File: config.mk
export PLATFORM = sky130hd
export DESIGN_NAME = multicycle_core
export DESIGN_NICKNAME = d
export VERILOG_FILES = /design/src/rtl/core_pkg.sv /design/src/rtl/core_regfile.sv /design/src/rtl/multicycle_core.sv
export SDC_FILE = /design/constraint.sdc
export NUM_CORES = 2
export LEC_CHECK = 0
export CAP_MARGIN = 10
export CORE_AREA = 2 2 343 345
export CTS_BUF_LIST = sky130_fd_sc_hd__clkbuf_2 sky130_fd_sc_hd__clkbuf_4 sky130_fd_sc_hd__clkbuf_8
export DETAILED_ROUTE_END_ITERATION = 16
export DIE_AREA = 0 0 345 347
export HOLD_SLACK_MARGIN = 0.05
export PLACE_DENSITY = 0.76
export SKIP_CTS_REPAIR_TIMING = 1
export SYNTH_ARGS = -nofsm -noshare
export SYNTH_HDL_FRONTEND = slang
export SYNTH_SLANG_ARGS = --single-unit
File: constraint.sdc
create_clock -name CLK -period 5.24 [get_ports CLK]
set_clock_uncertainty 0.05 [all_clocks]
set_input_delay 1.048 -clock CLK [delete_from_list [all_inputs] [get_ports CLK]]
set_output_delay 1.048 -clock CLK [all_outputs]
set_load 0.02 [all_outputs]
File: src/rtl/core_pkg.sv
// Shared encodings for the multi-cycle MIPS-subset core: opcodes, functs,
// FSM states, ALU operations and the instruction classifier.
`timescale 1ns/1ps
package core_pkg;

  localparam logic [5:0] OP_RTYPE = 6'h00;
  localparam logic [5:0] OP_J     = 6'h02;
  localparam logic [5:0] OP_BEQ   = 6'h04;
  localparam logic [5:0] OP_BNE   = 6'h05;
  localparam logic [5:0] OP_ADDI  = 6'h08;
  localparam logic [5:0] OP_LW    = 6'h23;
  localparam logic [5:0] OP_SW    = 6'h2b;
  localparam logic [5:0] OP_HALT  = 6'h3f;

  localparam logic [5:0] FN_ADD = 6'h20;
  localparam logic [5:0] FN_SUB = 6'h22;
  localparam logic [5:0] FN_AND = 6'h24;
  localparam logic [5:0] FN_OR  = 6'h25;
  localparam logic [5:0] FN_SLT = 6'h2a;

  typedef enum logic [2:0] {
    ST_FETCH, ST_DECODE, ST_EXEC, ST_MEM, ST_WB, ST_HALT
  } state_t;

  typedef enum logic [2:0] {
    ALU_ADD, ALU_SUB, ALU_AND, ALU_OR, ALU_SLT
  } alu_op_t;

  typedef enum logic [3:0] {
    IC_NOP, IC_RTYPE, IC_ADDI, IC_LW, IC_SW, IC_BEQ, IC_BNE, IC_J, IC_HALT
  } iclass_t;

  // Unsupported opcodes and unsupported R-type functs both collapse to NOP.
  function automatic iclass_t decode_class(input logic [31:0] ir);
    iclass_t c;
    c = IC_NOP;
    unique case (ir[31:26])
      OP_RTYPE: begin
        if (ir[5:0] == FN_ADD || ir[5:0] == FN_SUB || ir[5:0] == FN_AND ||
            ir[5:0] == FN_OR  || ir[5:0] == FN_SLT)
          c = IC_RTYPE;
      end
      OP_ADDI: c = IC_ADDI;
      OP_LW:   c = IC_LW;
      OP_SW:   c = IC_SW;
      OP_BEQ:  c = IC_BEQ;
      OP_BNE:  c = IC_BNE;
      OP_J:    c = IC_J;
      OP_HALT: c = IC_HALT;
      default: c = IC_NOP;
    endcase
    return c;
  endfunction

  function automatic alu_op_t decode_alu(input logic [31:0] ir);
    alu_op_t a;
    a = ALU_ADD;
    if (ir[31:26] == OP_RTYPE) begin
      unique case (ir[5:0])
        FN_SUB:  a = ALU_SUB;
        FN_AND:  a = ALU_AND;
        FN_OR:   a = ALU_OR;
        FN_SLT:  a = ALU_SLT;
        default: a = ALU_ADD;
      endcase
    end
    return a;
  endfunction

endpackage

File: src/rtl/core_regfile.sv
// GPR file: two asynchronous read ports, one synchronous write port,
// asynchronous clear, register 0 hard-wired to zero.
`timescale 1ns/1ps
module core_regfile #(
  parameter int unsigned NREGS = 32
) (
  input  logic        CLK,
  input  logic        RST_X,
  input  logic        we,
  input  logic [4:0]  ra1,
  input  logic [4:0]  ra2,
  input  logic [4:0]  wa,
  input  logic [31:0] wd,
  output logic [31:0] rd1,
  output logic [31:0] rd2
);

  localparam int unsigned AW = (NREGS > 2) ? $clog2(NREGS) : 1;

  logic [31:0]   regs [NREGS];
  logic [AW-1:0] a1, a2, aw;

  assign a1 = ra1[AW-1:0];
  assign a2 = ra2[AW-1:0];
  assign aw = wa[AW-1:0];

  always_ff @(posedge CLK or negedge RST_X) begin
    if (!RST_X) begin
      for (int unsigned i = 0; i < NREGS; i++) regs[i[AW-1:0]] <= '0;
    end else if (we && aw != '0) begin
      regs[aw] <= wd;
    end
  end

  assign rd1 = (a1 == '0) ? '0 : regs[a1];
  assign rd2 = (a2 == '0) ? '0 : regs[a2];

endmodule

File: src/rtl/multicycle_core.sv
// Multi-cycle MIPS-subset core: FETCH/DECODE/EXEC/MEM/WB sequencing over a
// single shared req/ack memory port, with retire/debug outputs.
`timescale 1ns/1ps
module multicycle_core
  import core_pkg::*;
#(
  parameter logic [31:0] RESET_PC = 32'h0000_0000,
  parameter int unsigned NREGS    = 32
) (
  input  logic        CLK,
  input  logic        RST_X,
  output logic        MEM_REQ,
  output logic        MEM_WE,
  output logic [31:0] MEM_ADDR,
  output logic [31:0] MEM_WDATA,
  input  logic [31:0] MEM_RDATA,
  input  logic        MEM_ACK,
  output logic        RETIRE,
  output logic [31:0] PC_OUT,
  output logic        HALTED
);

  state_t      state_q, state_d;
  logic        run_q;
  logic [31:0] pc_q, pc_d, ir_q, ir_d;
  logic [31:0] a_q, b_q, aluout_q, mdr_q;
  logic [31:0] rd1, rd2, rf_wd;
  logic [4:0]  rf_wa;
  logic        rf_we;

  iclass_t     cls;
  alu_op_t     aluop;
  logic [31:0] imm_sext, op_b, alu_res, pc_plus4, br_target, j_target;

  assign cls       = decode_class(ir_q);
  assign aluop     = decode_alu(ir_q);
  assign imm_sext  = {{16{ir_q[15]}}, ir_q[15:0]};
  assign op_b      = (cls == IC_RTYPE) ? b_q : imm_sext;
  assign pc_plus4  = pc_q + 32'd4;
  assign br_target = pc_plus4 + {imm_sext[29:0], 2'b00};
  assign j_target  = {pc_plus4[31:28], ir_q[25:0], 2'b00};

  always_comb begin
    alu_res = '0;
    unique case (aluop)
      ALU_ADD: alu_res = a_q + op_b;
      ALU_SUB: alu_res = a_q - op_b;
      ALU_AND: alu_res = a_q & op_b;
      ALU_OR:  alu_res = a_q | op_b;
      ALU_SLT: alu_res = {31'd0, $signed(a_q) < $signed(op_b)};
      default: alu_res = '0;
    endcase
  end

  assign rf_we = (state_q == ST_WB);
  assign rf_wa = (cls == IC_RTYPE) ? ir_q[15:11] : ir_q[20:16];
  assign rf_wd = (cls == IC_LW) ? mdr_q : aluout_q;

  core_regfile #(.NREGS(NREGS)) u_rf (
    .CLK  (CLK),
    .RST_X(RST_X),
    .we   (rf_we),
    .ra1  (ir_q[25:21]),
    .ra2  (ir_q[20:16]),
    .wa   (rf_wa),
    .wd   (rf_wd),
    .rd1  (rd1),
    .rd2  (rd2)
  );

  assign PC_OUT    = pc_q;
  assign MEM_WDATA = b_q;

  // run_q keeps FETCH from requesting until RST_X has been sampled high once.
  always_comb begin
    state_d  = state_q;
    pc_d     = pc_q;
    ir_d     = ir_q;
    MEM_REQ  = 1'b0;
    MEM_WE   = 1'b0;
    MEM_ADDR = {pc_q[31:2], 2'b00};
    RETIRE   = 1'b0;
    HALTED   = 1'b0;
    unique case (state_q)
      ST_FETCH: begin
        if (run_q) begin
          MEM_REQ = 1'b1;
          if (MEM_ACK) begin
            ir_d    = MEM_RDATA;
            state_d = ST_DECODE;
          end
        end
      end
      ST_DECODE: begin
        unique case (cls)
          IC_J: begin
            pc_d    = j_target;
            RETIRE  = 1'b1;
            state_d = ST_FETCH;
          end
          IC_HALT: state_d = ST_HALT;
          IC_NOP: begin
            pc_d    = pc_plus4;
            RETIRE  = 1'b1;
            state_d = ST_FETCH;
          end
          default: state_d = ST_EXEC;
        endcase
      end
      ST_EXEC: begin
        unique case (cls)
          IC_BEQ, IC_BNE: begin
            pc_d    = ((a_q == b_q) == (cls == IC_BEQ)) ? br_target : pc_plus4;
            RETIRE  = 1'b1;
            state_d = ST_FETCH;
          end
          IC_LW, IC_SW: state_d = ST_MEM;
          default:      state_d = ST_WB;
        endcase
      end
      ST_MEM: begin
        MEM_REQ  = 1'b1;
        MEM_WE   = (cls == IC_SW);
        MEM_ADDR = {aluout_q[31:2], 2'b00};
        if (MEM_ACK) begin
          if (cls == IC_SW) begin
            pc_d    = pc_plus4;
            RETIRE  = 1'b1;
            state_d = ST_FETCH;
          end else begin
            state_d = ST_WB;
          end
        end
      end
      ST_WB: begin
        pc_d    = pc_plus4;
        RETIRE  = 1'b1;
        state_d = ST_FETCH;
      end
      ST_HALT: HALTED = 1'b1;
      default: state_d = ST_FETCH;
    endcase
  end

  always_ff @(posedge CLK or negedge RST_X) begin
    if (!RST_X) begin
      state_q  <= ST_FETCH;
      run_q    <= 1'b0;
      pc_q     <= RESET_PC;
      ir_q     <= '0;
      a_q      <= '0;
      b_q      <= '0;
      aluout_q <= '0;
      mdr_q    <= '0;
    end else begin
      state_q <= state_d;
      run_q   <= 1'b1;
      pc_q    <= pc_d;
      ir_q    <= ir_d;
      if (state_q == ST_DECODE) begin
        a_q <= rd1;
        b_q <= rd2;
      end
      if (state_q == ST_EXEC) aluout_q <= alu_res;
      if (state_q == ST_MEM && MEM_ACK) mdr_q <= MEM_RDATA;
    end
  end

endmodule
After elaboration in Yosys (flattened, before gate mapping)

Index checks and enable logic that the tools add are counted.

Input port bits: 35
Output and inout bits: 100
Bits in registers: 1220

Magnitude comparators: 5
Equal/unequal tests: 36
$add $sub $neg: 4
Muxes and demuxes: 42
Bitwise operators: 6
Reduce and logical (&&, ||, !) cells: 21

Operator list:

| cell                  | count |
|---|---|
| $bwmux 1024           | 1 |
| $mux 32               | 14 |
| $bmux 32 s5           | 2 |
| $demux 32 s5          | 1 |
| $pmux 32 s5           | 1 |
| $pmux 32 s4           | 1 |
| $add 32x32->32        | 2 |
| $pmux 32 s2           | 1 |
| $eq 6x6->1 const B    | 8 |
| $add 32x3->32 const B | 1 |
| $and 32x32->32        | 1 |
| $eq 32x32->1          | 1 |
| $lt 32x32->1          | 1 |
| $or 32x32->32         | 1 |
| $pmux 4 s8            | 1 |
| $sub 32x32->32        | 1 |
| $ge 6x6->1 const B    | 3 |
| $not 5->6             | 3 |
| $eq 4x3->1 const B    | 4 |
| $mux 3                | 5 |
| $pmux 3 s5            | 1 |
| $eq 3x2->1 const B    | 4 |
| $eq 6x3->1 const B    | 2 |
| $pmux 3 s2            | 2 |
| other kinds (30)      | 52 |

Logic depth before layout (Yosys ltp)

Depth after elaboration: 15
Gate-level depth with buffers: 23

Cells and area by module

From an unflattened synthesis, not the netlist that was laid out.

Cells, all modules: 5595
Area, all modules: 70996.8 sq um

Modules (own cells, without submodules):

| module          | cells each | area an instance (sq um) | instances | sequential area each (sq um) |
|---|---|---|---|---|
| core_regfile    | 3620       | 54363.4                  | 1         | 25624.6 |
| multicycle_core | 1975       | 16633.5                  | 1         | 4854.7 |

Worst setup path before layout

Ideal clock, no wire load.

Path kind: register -> register
Start: register ir_q[30]
End: register aluout_q[0]
Required time: 5.064 ns
Path slack: -0.245 ns
Data arrival time: 5.309 ns
Stages on the path, launching flop included: 23
Library setup time: 0.126 ns
Cell sequence: dfrtp_1 or4_1 clkbuf_1 nor4_4 and2_1 buf_4 buf_4 buf_2 buf_1 nand2_1 nand2_1 inv_1 ha_1 nand2b_1 a2111oi_0 o31ai_1 a2111oi_2 o21ai_2 a2111oi_4 o21ai_1 nand2_1 a2111oi_0 o32a_1

Longest elaborated chain between the ends: 6
Elaborated cells between the ends (all ways): 23

RTL lines:

| item                                         | RTL line               | source |
|---|---|---|
| start, declared                              | multicycle_core.sv:25  | `logic [31:0] pc_q, pc_d, ir_q, ir_d;` |
| start signal, assigned                       | multicycle_core.sv:159 | `ir_q <= ir_d;` |
| $eq 6x6->1, or another cell as far along     | core_pkg.sv:37         | `unique case (ir[31:26])` |
| $pmux 4 s8                                   | core_pkg.sv:37         |  |
| $eq 4x1->1                                   | multicycle_core.sv:38  | `assign op_b = (cls == IC_RTYPE) ? b_q : imm_sext;` |
| $mux 32                                      | multicycle_core.sv:38  |  |
| $sub 32x32->32, or another cell as far along | multicycle_core.sv:47  | `ALU_SUB: alu_res = a_q - op_b;` |
| $pmux 32 s5 (*)                              | multicycle_core.sv:45  | `unique case (aluop)` |
| end signal, assigned                         | multicycle_core.sv:164 | `if (state_q == ST_EXEC) aluout_q <= alu_res;` |
| end, declared                                | multicycle_core.sv:26  | `logic [31:0] a_q, b_q, aluout_q, mdr_q;` |

Every way passes the cells marked *; elsewhere a longest branch is shown, timed or not.
A chain may end at the register's enable or synchronous reset.

Worst setup path in the final report

Start: register ir_q[26]
End: register aluout_q[30]

Longest elaborated chain between the ends: 6
Elaborated cells between the ends (all ways): 22

RTL lines:

| item                                         | RTL line |
|---|---|
| $eq 6x6->1, or another cell as far along     | core_pkg.sv:37 |
| $pmux 4 s8                                   | core_pkg.sv:37 |
| $eq 4x1->1                                   | multicycle_core.sv:38 |
| $mux 32                                      | multicycle_core.sv:38 |
| $sub 32x32->32, or another cell as far along | multicycle_core.sv:47 |
| $pmux 32 s5 (*)                              | multicycle_core.sv:45 |

Marked as above.

==> results.md <==
Status:
- The flow ran to the end, and the final reports show no timing, DRC or antenna violations.

Place:
- The congestion estimate from routability-driven global placement came to 0.983.
- The pre-CTS setup slack is 44.1 ps.
- The HPWL after detailed placement is 145000 um.
- The count of input and output buffers is 130.

Global routing:
- The via count of the first global-routing pass came to 56100.
- The total track usage is 0.395.
- The largest net degree at the start of global routing is 138.
- The first global-routing pass estimated 354000 um of wire.
- Summed over all layers, the global routing overflow is 0.
- The initial antenna violation count is 10.

Worst setup path:
- In this run the worst path has a maximum fanout of 10.
- The critical path buffer and inverter count is 3.
- The signal on the critical path passes through or4_4 > nor4_4 > and2_4 > buf_4 > mux2_2 > inv_1 > ha_1 > and3_1 > nand2_1 > o22ai_1 > nor3_1 > o21ai_0 > buf_4 > a31oi_1 > nor3_1 > a221oi_1 > a221o_1 > o211a_1.
- At the worst endpoint, the arrival time is 5820 ps.
- The total number of cells along the worst setup path is 18.
- The element type at the critical path end is a flip-flop.
- The worst setup path is launched from a flip-flop.
- The worst register-to-register path has a depth of 18.
- The top cell family by delay on the critical path is simple AND/OR/NAND/NOR gates.
- The delay of the slowest critical-path stage is 560 ps.
- The worst setup path is of the flip-flop to flip-flop kind.
- The slowest library cell on the worst path is sky130_fd_sc_hd__or4_4.
- Data on the critical path is required at its endpoint by 6010 ps.

Pwr:
- Power comes to 48100 uW.
- The share of power burned in registers is 0.326.
- The total power per unit cell area is 634 mW/mm^2.
- The worst vdd rail ir drop is 0.425 mV.
- The share of total power dissipated in combinational logic is 0.485.
- Of the total power, the share spent switching nets is 0.446.
- The clock group share of total power is 0.190.
- The net load switching power is 21500 uW.
- The internal power contribution is 26600 uW.
- In this run the static leakage power is 0.0334 uW.

Synth:
- Yosys mapped a number of flops with a built-in enable equal to 0.
- Of the post-synthesis cell area, the dominant cell type holds 0.447.
- After synthesis, the cell types taking the most area are sky130_fd_sc_hd__dfrtp_1 (45%), sky130_fd_sc_hd__mux4_2 (14%), sky130_fd_sc_hd__a21oi_1 (6.1%), sky130_fd_sc_hd__o21ai_0 (4.9%), sky130_fd_sc_hd__nor2_1 (3.8%).
- The number of warning messages in the yosys log is 0.
- The share of async-settable or async-resettable flops after synthesis is 1.00.
- The commonest cells after synthesis are sky130_fd_sc_hd__dfrtp_1 (1218), sky130_fd_sc_hd__a21oi_1 (825), sky130_fd_sc_hd__nor2_1 (697).
- Synthesis inferred 1218 register bits.
- The most repeated cell in the gate-level netlist after synthesis is sky130_fd_sc_hd__dfrtp_1.
- The synthesized netlist cell count is 6681.
- In the synthesized netlist the dominant register cell turns out to be sky130_fd_sc_hd__dfrtp_1.
- The number of distinct library cells after synthesis is 82.
- The register area share after synthesis is 0.447.
- The average instance in the mapped netlist occupies 10.2 um^2.
- The post-synthesis instance area is 0.0682 mm^2.
- The library cell with the largest summed area after synthesis is sky130_fd_sc_hd__dfrtp_1.

Job:
- Max-cap violations in this run came to 0.

CTS:
- The count of H-tree levels built during CTS is 4.
- The total number of clock tree sinks is 1218.
- Counting the buffers created by CTS gives 198.
- The buffer depth of the longest clock path is 3.
- The root buffer cell is sky130_fd_sc_hd__clkbuf_8.
- The clock-pin slew on the worst setup and hold paths is 60 ps.
- The clock latency reported for the late side of the worst-skew pair is 960 ps.
- TritonCTS built the clock tree.

Timing:
- The post-route worst setup slack is 186 ps.
- The count of final max-slew check failures is 0.
- The post-route minimum period is 5050 ps.
- Based on the critical path, the design can be clocked at up to 198 MHz.
- The portion of the clock cycle consumed by the worst path in the final layout is 0.964.
- Setup violations remaining at the end of the flow were counted as 0.
- Measured against its own limit, the worst slew margin works out to 0.202.
- The transition time at the pin with the least slew margin is 1200 ps.
- The hold violation count in the final report is 0.

Floorplanning:
- Measured along the x axis, the die boundary spans 345 um.
- The number of standard-cell rows in the floorplan is 125.
- The floorplan die height is 347 um.
- In this run the standard cell core region covers 0.116 mm^2.
- The die area is 0.120 mm^2.
- The number of ports placed on the die boundary is 135.
- For this configuration, the core starts out at a cell density of 0.589.

Detailed routing:
- The final route contains 56500 vias.
- The number of antenna-violating nets in the routed design is 0.
- The first-pass iteration count of the detailed router is 7.
- The via density per instance is 6.83.
- The final wirelength is 236000 um.
- The count of routing violations after the opening detailed-route iteration is 7238.
- After detailed routing, the number of remaining DRC violations is 0.
- The detail-routed net length per standard cell is 28.5 um.

Hold path:
- In this run the worst hold path is classified as input port to asynchronous set/reset pin.

Layout:
- The fraction of final layout cells sized beyond drive strength 1 is 0.192.
- The layout has 8851 filler cells.
- For this run, the post-layout net count is 6776.
- From synthesis to final layout, the design area changed by 11.1%.
==> power by group through the flow <==
stage               clock network [uW]  registers, uW  logic (uW)
floorplan                            0          14200       15800
global placement                     0          15400       22300
detailed placement                   0          15600       22600
CTS                               9150          15500       22700
global route                      9570          15900       24900
finish                            9120          15700       23300
==> layout by cell type (no fill, tap or decap), types with 12 or more instances in the layout <==
cell                              count
sky130_fd_sc_hd__clkbuf_4            62
sky130_fd_sc_hd__clkinv_2            19
sky130_fd_sc_hd__nand2_1            644
sky130_fd_sc_hd__nor3_1              73
sky130_fd_sc_hd__mux2i_1            220
sky130_fd_sc_hd__nand2_4             12
sky130_fd_sc_hd__o221ai_1            76
sky130_fd_sc_hd__a21o_1              47
sky130_fd_sc_hd__a222oi_1            12
sky130_fd_sc_hd__o22ai_1            140
sky130_fd_sc_hd__clkdlybuf4s50_1    129
sky130_fd_sc_hd__and3_1              23
sky130_fd_sc_hd__a221oi_1            23
sky130_fd_sc_hd__dfrtp_1           1208
sky130_fd_sc_hd__nand4_1             17
sky130_fd_sc_hd__nor2_4              17
sky130_fd_sc_hd__nor2_1             695
sky130_fd_sc_hd__mux2_2             197
sky130_fd_sc_hd__clkbuf_8           257
sky130_fd_sc_hd__mux4_2             416
sky130_fd_sc_hd__xor2_1              48
sky130_fd_sc_hd__inv_1              116
sky130_fd_sc_hd__buf_4              176
sky130_fd_sc_hd__a221o_1             15
sky130_fd_sc_hd__ha_1               140
sky130_fd_sc_hd__nand3_1             32
sky130_fd_sc_hd__xnor2_1             46
sky130_fd_sc_hd__nor4_1              16
sky130_fd_sc_hd__a21oi_1            825
sky130_fd_sc_hd__buf_12              35
sky130_fd_sc_hd__o21ai_0            663
sky130_fd_sc_hd__nand2b_1            13
sky130_fd_sc_hd__o31ai_1             30
sky130_fd_sc_hd__nor2b_1             32
sky130_fd_sc_hd__a31oi_1             29
sky130_fd_sc_hd__mux2i_2             32
sky130_fd_sc_hd__o21bai_1            17
==> area by class of cell <==
cell class	instances	area (um^2)	area share
Antenna cell	6	15.0	0.000198
Tap cell	1524	1910	0.0252
Clock buffer	319	4000	0.0528
Sequential cell	1218	30500	0.403
Multi-Input combinational cell	4722	35200	0.465
Clock inverter	33	357	0.00471
Inverter	117	439	0.00580
Timing Repair Buffer	341	3320	0.0439
==> routing by layer <==
metal	global-route usage	vias to the layer above	part of all wire
met5	0	-	0.00038
met4	0.221	14	0.062
met3	0.110	887	0.12
met2	0.596	3459	0.44
met1	0.520	28100	0.38
li1	-	24100	-
==> final timing paths <==
kind / start / slack, ps / to
hold / removal: RST_X / 40 / PC_OUT[27]
hold reg to reg: u_rf.regs[1005] / 350 / u_rf.regs[1005]
setup reg to reg: ir_q[26] / 190 / aluout_q[30]
min in group CLK: u_rf.regs[1005] / 350 / u_rf.regs[1005]
setup / recovery: ir_q[26] / 190 / aluout_q[30]
max in group asynchronous: RST_X / 3790 / u_rf.regs[787]
==> sequential cells by signal, indices dropped and copies added (netlist names) <==
signal     cells
MEM_WDATA     32
PC_OUT        30
a_q           32
aluout_q      32
ir_q          32
mdr_q         32
run_q          1
state_q        3
u_rf.regs   1024
==> cells by family after synthesis <==
logic type / count (synthesis) / share of synthesized area
AOI/OAI and AO/OA: 1970 / 0.163
xor gates and xnor gates: 94 / 0.0121
adders and majority gates: 143 / 0.0266
buffers and inverters: 744 / 0.0430
DFF: 1218 / 0.447
muxes: 865 / 0.207
other: 2 / 0.000110
and+or+nand+nor: 1645 / 0.101
==> per-stage QoR <==
stage               hold slack [ps]  std cells   util  instance area (um^2)  setup TNS (ps)
floorplan                       395       6684      -                 68200               0
detailed placement              337       7921  0.616                 71300               0
CTS                            19.3       8273  0.654                 75700               0
global placement                330       7921  0.616                 71300               0
global route                   68.2       8277  0.655                 75800           -67.4
finish                         41.8       8280  0.655                 75800               0
(Power assumes the default switching activity.)
